File: src/rtl/instr_fetch_unit.sv
// -----------------------------------------------------------------------------
// instr_fetch_unit
//
// Fetch stage that sits directly behind the PC register. It latches the current
// PC, issues exactly one instruction-memory read for it over a req/gnt/rvalid
// interface and presents the returned word to decode over valid/ready. The PC
// register is told to advance (pc_hold=0) only in the cycle decode accepts an
// instruction, or in a flush cycle so it can load the branch target.
//
// A flush abandons the fetch in progress. If a read was already granted, its
// response is still on its way, so it is marked for discard (drop_pending) and
// no new read is issued until it arrives or the timeout window expires.
// Misaligned PCs and reads that never return are delivered as faults carrying
// NOP_WORD.
//
// Parameters
//   TIMEOUT_CYCLES  cycles to wait for rvalid before a timeout fault (>=2)
//   NOP_WORD        instruction word delivered together with a fault
//
// Ports
//   clock        in   1   system clock, rising edge
//   reset        in   1   asynchronous, active-high reset
//   pc_in        in   32  current PC from the PC register
//   pc_hold      out  1   1 = PC register must not advance this cycle
//   flush        in   1   taken branch/jump; abandon current fetch
//   imem_req     out  1   read request, held until imem_gnt
//   imem_addr    out  32  read address (latched PC)
//   imem_gnt     in   1   request accepted this cycle
//   imem_rvalid  in   1   read data valid, earliest one cycle after gnt
//   imem_rdata   in   32  read data
//   inst_valid   out  1   instruction available to decode
//   inst_ready   in   1   decode accepts the instruction
//   inst         out  32  instruction word
//   inst_pc      out  32  PC the instruction was fetched from
//   fetch_fault  out  1   1 = misaligned PC or timeout; inst = NOP_WORD
// -----------------------------------------------------------------------------
module instr_fetch_unit #(
  parameter int unsigned TIMEOUT_CYCLES = 64,
  parameter logic [31:0] NOP_WORD       = 32'h0000_0000
) (
  input  logic        clock,
  input  logic        reset,
  input  logic [31:0] pc_in,
  output logic        pc_hold,
  input  logic        flush,
  output logic        imem_req,
  output logic [31:0] imem_addr,
  input  logic        imem_gnt,
  input  logic        imem_rvalid,
  input  logic [31:0] imem_rdata,
  output logic        inst_valid,
  input  logic        inst_ready,
  output logic [31:0] inst,
  output logic [31:0] inst_pc,
  output logic        fetch_fault
);

  // The counter only has to reach TIMEOUT_CYCLES-1: the cycle in which it sits
  // there is the TIMEOUT_CYCLES-th cycle of waiting.
  localparam int CNT_W = (TIMEOUT_CYCLES > 2) ? $clog2(TIMEOUT_CYCLES) : 1;
  localparam logic [CNT_W-1:0] CNT_LAST = CNT_W'(TIMEOUT_CYCLES - 1);

  typedef enum logic [1:0] {
    S_IDLE,  // latch PC, decide between request and misalignment fault
    S_REQ,   // request held until granted
    S_WAIT,  // granted, waiting for read data
    S_HOLD   // instruction presented to decode
  } state_t;

  state_t         state;
  logic           drop_pending;  // a granted read was abandoned; its data must be discarded
  logic [CNT_W-1:0] wait_cnt;    // cycles spent waiting for rvalid (read or discarded read)

  logic cnt_hit;    // this is the last cycle of the timeout window
  logic drop_done;  // the abandoned read resolves this cycle (data seen or window over)
  logic fetch_ok;   // IDLE may latch a new PC this cycle
  logic deliver;    // decode takes the presented instruction this cycle

  assign cnt_hit   = (wait_cnt == CNT_LAST);
  assign drop_done = drop_pending && (imem_rvalid || cnt_hit);
  // A stale rvalid in the same cycle clears the discard, so IDLE need not wait
  // for one extra cycle before latching the next PC.
  assign fetch_ok  = !drop_pending || imem_rvalid;
  assign deliver   = (state == S_HOLD) && inst_valid && inst_ready && !flush;

  // pc_hold is the only combinational output: the PC register must see the
  // handshake (and the flush) in the same cycle to advance exactly once.
  assign pc_hold = reset || !(deliver || flush);

  // NOTE: every register here is assigned with <= so all of them sample the
  // pre-edge values of one another; a blocking assignment would let later
  // statements see already-updated state and break the FSM ordering.
  always_ff @(posedge clock or posedge reset) begin
    if (reset) begin
      state        <= S_IDLE;
      imem_req     <= 1'b0;
      imem_addr    <= 32'h0;
      inst_valid   <= 1'b0;
      inst         <= 32'h0;
      inst_pc      <= 32'h0;
      fetch_fault  <= 1'b0;
      drop_pending <= 1'b0;
      wait_cnt     <= '0;
    end else if (flush) begin
      // Flush overrides whatever the current state would have done.
      state       <= S_IDLE;
      imem_req    <= 1'b0;
      inst_valid  <= 1'b0;
      fetch_fault <= 1'b0;
      wait_cnt    <= '0;
      // A read is still in flight if it was granted and its data has not come
      // back yet, either from WAIT or from a grant arriving right now in REQ.
      // An older discard carries over unless it resolves this very cycle.
      drop_pending <= ((state == S_WAIT) && !imem_rvalid)
                   || ((state == S_REQ) && imem_gnt)
                   || (drop_pending && !drop_done);
    end else begin
      // Background timer for an abandoned read; runs in whatever state the
      // FSM is in. WAIT is never reached with drop_pending set, so the state
      // logic below never competes for wait_cnt while this is active.
      if (drop_pending) begin
        if (drop_done) begin
          drop_pending <= 1'b0;
          wait_cnt     <= '0;
        end else begin
          wait_cnt <= wait_cnt + 1'b1;
        end
      end

      case (state)
        S_IDLE: begin
          if (fetch_ok) begin
            imem_addr <= pc_in;
            if (pc_in[1:0] != 2'b00) begin
              // Misaligned: no memory access, deliver a fault straight away.
              state       <= S_HOLD;
              inst_valid  <= 1'b1;
              inst        <= NOP_WORD;
              inst_pc     <= pc_in;
              fetch_fault <= 1'b1;
            end else begin
              state    <= S_REQ;
              imem_req <= 1'b1;
            end
          end
        end

        S_REQ: begin
          if (imem_gnt) begin
            state    <= S_WAIT;
            imem_req <= 1'b0;
            wait_cnt <= '0;
          end
        end

        S_WAIT: begin
          if (imem_rvalid) begin
            state       <= S_HOLD;
            inst_valid  <= 1'b1;
            inst        <= imem_rdata;
            inst_pc     <= imem_addr;
            fetch_fault <= 1'b0;
          end else if (cnt_hit) begin
            // The read may still answer later; discard it when it does.
            state        <= S_HOLD;
            inst_valid   <= 1'b1;
            inst         <= NOP_WORD;
            inst_pc      <= imem_addr;
            fetch_fault  <= 1'b1;
            drop_pending <= 1'b1;
            wait_cnt     <= '0;
          end else begin
            wait_cnt <= wait_cnt + 1'b1;
          end
        end

        S_HOLD: begin
          // inst/inst_pc/fetch_fault are simply not written here, so they
          // stay stable under backpressure.
          if (inst_ready) begin
            state      <= S_IDLE;
            inst_valid <= 1'b0;
          end
        end

        default: state <= S_IDLE;
      endcase
    end
  end

endmodule

File: config.mk
export PLATFORM = sky130hd
export DESIGN_NAME = instr_fetch_unit
export DESIGN_NICKNAME = d
export VERILOG_FILES = /design/src/rtl/instr_fetch_unit.sv
export SDC_FILE = /design/constraint.sdc
export NUM_CORES = 1
export LEC_CHECK = 0
export BUFFER_PORTS_ARGS = -buffer_cell sky130_fd_sc_hd__buf_2
export CORE_ASPECT_RATIO = 1.5
export CORE_MARGIN = 2
export CORE_UTILIZATION = 36
export CTS_BUF_LIST = sky130_fd_sc_hd__clkbuf_4 sky130_fd_sc_hd__clkbuf_8 sky130_fd_sc_hd__clkbuf_16
export DETAILED_ROUTE_END_ITERATION = 8
export PLACE_DENSITY = 0.69
export SYNTH_ARGS = -nofsm -noshare
export SYNTH_HDL_FRONTEND = slang
export SYNTH_SLANG_ARGS = --single-unit
File: constraint.sdc
create_clock -name clock -period 7.7 [get_ports clock]
set_input_delay 1.54 -clock clock [delete_from_list [all_inputs] [get_ports clock]]
set_output_delay 1.54 -clock clock [all_outputs]
set_load 0.05 [all_outputs]
Yosys cells after proc, flatten, opt, wreduce, memory -nomap -nowiden
Cells that the tools add are included.
- bits in registers: 108
- word-level logic and storage cells: 100
- add/subtract/negate cells: 1
- equality and inequality tests: 13
- muxes and demuxes: 46
- bitwise operators: 1
- reduce and logical (&&, ||, !) cells: 30
- operators by type and width (operator ; number):
    $mux W32 ; 8
    $pmux W32 S2 ; 2
    $mux W6 ; 6
    $mux W1 ; 18
    $ne A3 B3 Y1 const B ; 6
    $mux W2 ; 7
    $pmux W6 S2 ; 1
    $reduce_and A4 Y1 ; 3
    $reduce_and A5 Y1 ; 2
    $pmux W2 S4 ; 1
    $logic_and A1 B1 Y1 ; 7
    $add A6 B1 Y6 const B ; 1
    $eq A6 B6 Y1 const B ; 1
    $logic_or A1 B1 Y1 ; 6
    $reduce_bool A3 Y1 ; 2
    $logic_not A1 Y1 ; 5
    $eq A2 B2 Y1 const B ; 2
    $ne A2 B2 Y1 const B ; 2
    $ne A4 B4 Y1 const B ; 1
    $pmux W1 S2 ; 2
    $reduce_bool A2 Y1 ; 2
    $reduce_bool A4 Y1 ; 1
    $pmux W1 S3 ; 1
    $reduce_and A3 Y1 ; 1
    3 further kinds ; 3

Logic depth before layout (Yosys ltp)
- word-level depth: 9
- depth in mapped cells: 9
- mapped depth without buffers: 6

Least setup slack after synthesis
Ideal clock, no wire load.
- kind: input to output
- from: in reset
- to: out pc_hold
- data arrival time: 5.371 ns
- setup slack: 0.789 ns
- cell stages on the path: 2
- buffers on the path: 0
- cell sequence: inv_1 o21ai_0
- word-level cells in the longest chain between the ends: 1
- ends and longest elaborated chain (item ; line ; RTL):
    from (decl) ; 42 ; input logic reset,
    $logic_or A1 B1 Y1 ; 88 ; assign pc_hold = reset || !(deliver || flush);
    to (decl) ; 44 ; output logic pc_hold,
No other way between the ends.

Final worst setup path
Ends and elaborated chain as after synthesis.

==> results.md <==
- Result of the run: completed
- Critical Path AT: 2.39 ns
- Pwr/cell area: roughly 500 mW/mm^2
- CP max stage cell: inv_4
- Gr ovfl total: 0
- RSZ-0062 raised after global routing: false
- Least-Margin Pin Slew: 1.07 ns
- Vias in the first global route: 4053
- Fin crit period: between 3 and 4 ns
- Clock Skew: approximately 0.0098 ns
- Drt drc: 0
- Count leader, synth: dfrtp_1
- Placed Cells incl. Taps: approximately 700
- TritonRoute pass-1 iters: 4
- Critical path class: input port to output pin
- CP Buf/Inv Count: 3
- Htree depth: 3
- Syn_nets: 463
- Most instantiated cells after synthesis: dfrtp_1 (108), mux2_2 (67), mux2_1 (30), nand3_1 (22)
- Worst Hold Class: flip-flop to flip-flop
- N_diodes: 0
- Area grow syn2layout: 25.7%
- # resized after CTS: 0
- Post-CTS Setup Bufs: 0
- Clock root buffer master: clkbuf_16
- Most frequent CP cell: buf_2
- Routed WL: around 12000 um
- Yosys synthesis warning count: 0
- Flop2flop setup slack: about 4.8 ns
- Worst Hold End: inst_pc[8]
- DR vias/cell: 5.27
- CP Capture Type: output pin
- Final Hold Viols: 0
- Std-Cell Rows: 52
- Final WS setup: around 3.8 ns
- Placeable core area: around 0.013 mm^2
- CTS Hold Bufs: 0
- Register area share after synthesis: between 50 and 60%
- Die area: 0.0147 mm^2
- CTS tree: yes
- Delay of the slowest critical-path stage: 0.33 ns
- Worst path cell trace: buf_2, inv_4, o21ai_0, buf_2
- R2r endpoint: inst[6]
- CP required: around 6 ns
- Post-synthesis register bit count: approximately 110
- Max Freq: 0.254 GHz
- Die width: between 90 and 100 um
- Slew margin rel.: between 20 and 30%
- Largest net degree at the start of global routing: 74
- Count of final setup violators: 0
- Iteration-0 DRC count of the detailed router: 96
- GRT Total Usage: 16.2%
- Vias: 3750
- Nets: 620
- VDD IR-drop max: around 270 uV
- Avg Cell Area, Syn: 12.7 um^2
- Clk buf depth: 2
- Setup TNS: 0 ns
- Fillers: between 1k and 1.5k
- Fraction of registers with async set/reset: 100%
- Wire per inst: 16.4 um
- R2R depth: 7
- Clock transition at path regs: approximately 0.070 ns
- Ranking of synthesized cells by area: dfrtp_1 (55%), mux2_2 (15%), mux2_1 (6.9%), o31ai_1 (2.9%), a22o_1 (2.5%)
- Pre-CTS WS: 3.48 ns
- Mapped Cells: between 300 and 400
- Global-route wire length before repair: slightly below 20000 um
- Critical path fanouts, max: 37
- Clk_lat worst skew: around 0.35 ns
- Fin util: between 40% and 50%
- Post-synth EDFFs: 0
- Non-Filler Instances: 712
- Slew Limit Fails: 0
- Top Family by Delay on Critical Path: buffers and inverters
- GPL Wtd Cong: 0.805
- DP HPWL: between 8000 and 9000 um
- Reg-to-Reg Start: state[0]
- I/O Pins: 170
- Layout cell share with drive strength beyond 1: between 40% and 50%
- Final period util: between 50% and 60%
- CTS Buf Count: 9
- Area leader, netlist: dfrtp_1
- Share of the synthesized area in the top cell type: 54.9%
- Initial Util: about 37%
- Worst hold path depth: 1
- Startpoint of the worst hold path: inst_pc[8]
- Post-synth cell types: 42
- IO Port Bufs: about 170
- Final ANT Viol Nets: 0
- Max cap viols: 0
- Initial antenna violation count: 0
- Worst Setup Start Kind: input port
- Die H: 147 um
- Top_reg_cell synth: dfrtp_1
- CTS Sinks: ~110
- P_leak: just under 3 nW
- Post-Syn Area: between 0.004 and 0.005 mm^2
-- power by group --
group	internal, mW	leakage [nW]	total, mW	switching (mW)
registers	0.804	1.35	0.944	0.140
clock network	0.259	0.148	0.467	0.208
logic	0.478	1.44	1.70	1.22
-- sequential cells by signal, indices dropped and copies added (netlist names) --
name	cells
imem_addr	32
inst	32
inst_pc	32
wait_cnt	6
state	2
drop_pending	1
fetch_fault	1
imem_req	1
inst_valid	1
-- cell type report --
cell class | count | area (um^2) | share of cell area [%]
Sequential cell | 108 | 2700 | 43.7
Multi-Input combinational cell | 245 | 2060 | 33.4
Timing Repair Buffer | 175 | 891 | 14.4
Clock buffer | 10 | 233 | 3.76
Tap cell | 162 | 203 | 3.27
Clock inverter | 6 | 71.3 | 1.15
Inverter | 6 | 25.0 | 0.404
-- per-layer routing --
metal | vias up | global-route usage, % | routed length (um)
met2 | 119 | 29.8 | 6290
met4 | 0 | 5.41 | 178
met3 | 15 | 4.47 | 739
met1 | 1874 | 17.7 | 4450
met5 | - | 0 | 0
li1 | 1742 | - | -
-- through the flow --
step                power (mW)  hold WS (ns)  area (um^2)
floorplan                 2.27         0.476         4920
global placement          2.63         0.462         5890
detailed placement        2.67         0.470         5890
CTS                       3.15         0.487         6190
global route              3.27         0.502         6190
finish                    3.11         0.478         6190
-- cell families after synthesis --
group	Yosys count	share of synthesized area, %
AO/OA/AOI/OAI	83	11.6
adder cells (fa/ha/maj)	5	1.27
buffers and inverters	35	3.51
flip-flops	108	54.9
multiplexers	98	22.4
AND/OR/NAND/NOR	59	6.40
-- layout by cell type (no fill, tap or decap), types with 2 or more instances in the layout --
cell type | synthesis | final
o21ai_1 | 19 | 19
clkbuf_16 | 0 | 9
o211ai_1 | 2 | 2
o31ai_1 | 19 | 19
nand3_1 | 22 | 22
dfrtp_1 | 108 | 108
buf_4 | 3 | 6
mux2_1 | 30 | 30
inv_1 | 6 | 5
buf_2 | 12 | 169
nand2b_1 | 5 | 5
a21oi_1 | 3 | 3
and3_1 | 3 | 3
a211oi_1 | 2 | 2
mux2_2 | 67 | 67
nand2_1 | 11 | 11
or3_1 | 2 | 2
a21o_1 | 3 | 3
nand3b_1 | 2 | 2
o21ai_0 | 10 | 10
nor2b_1 | 2 | 2
nor2_1 | 5 | 5
a311oi_1 | 2 | 2
a22o_1 | 14 | 14
ha_1 | 5 | 4
nor3_1 | 3 | 3
-- how the worst max path moves through the flow --
stage | start | to | cells past startpoint
3_3_place_gp | imem_rvalid | inst[6] | 5
2_1_floorplan | reset | pc_hold | 2
6_report | reset | pc_hold | 4
5_1_grt | imem_rvalid | inst[29] | 5
4_1_cts | reset | pc_hold | 4
3_5_place_dp | imem_rvalid | inst[6] | 5
Power figures use the tool's default switching activity.
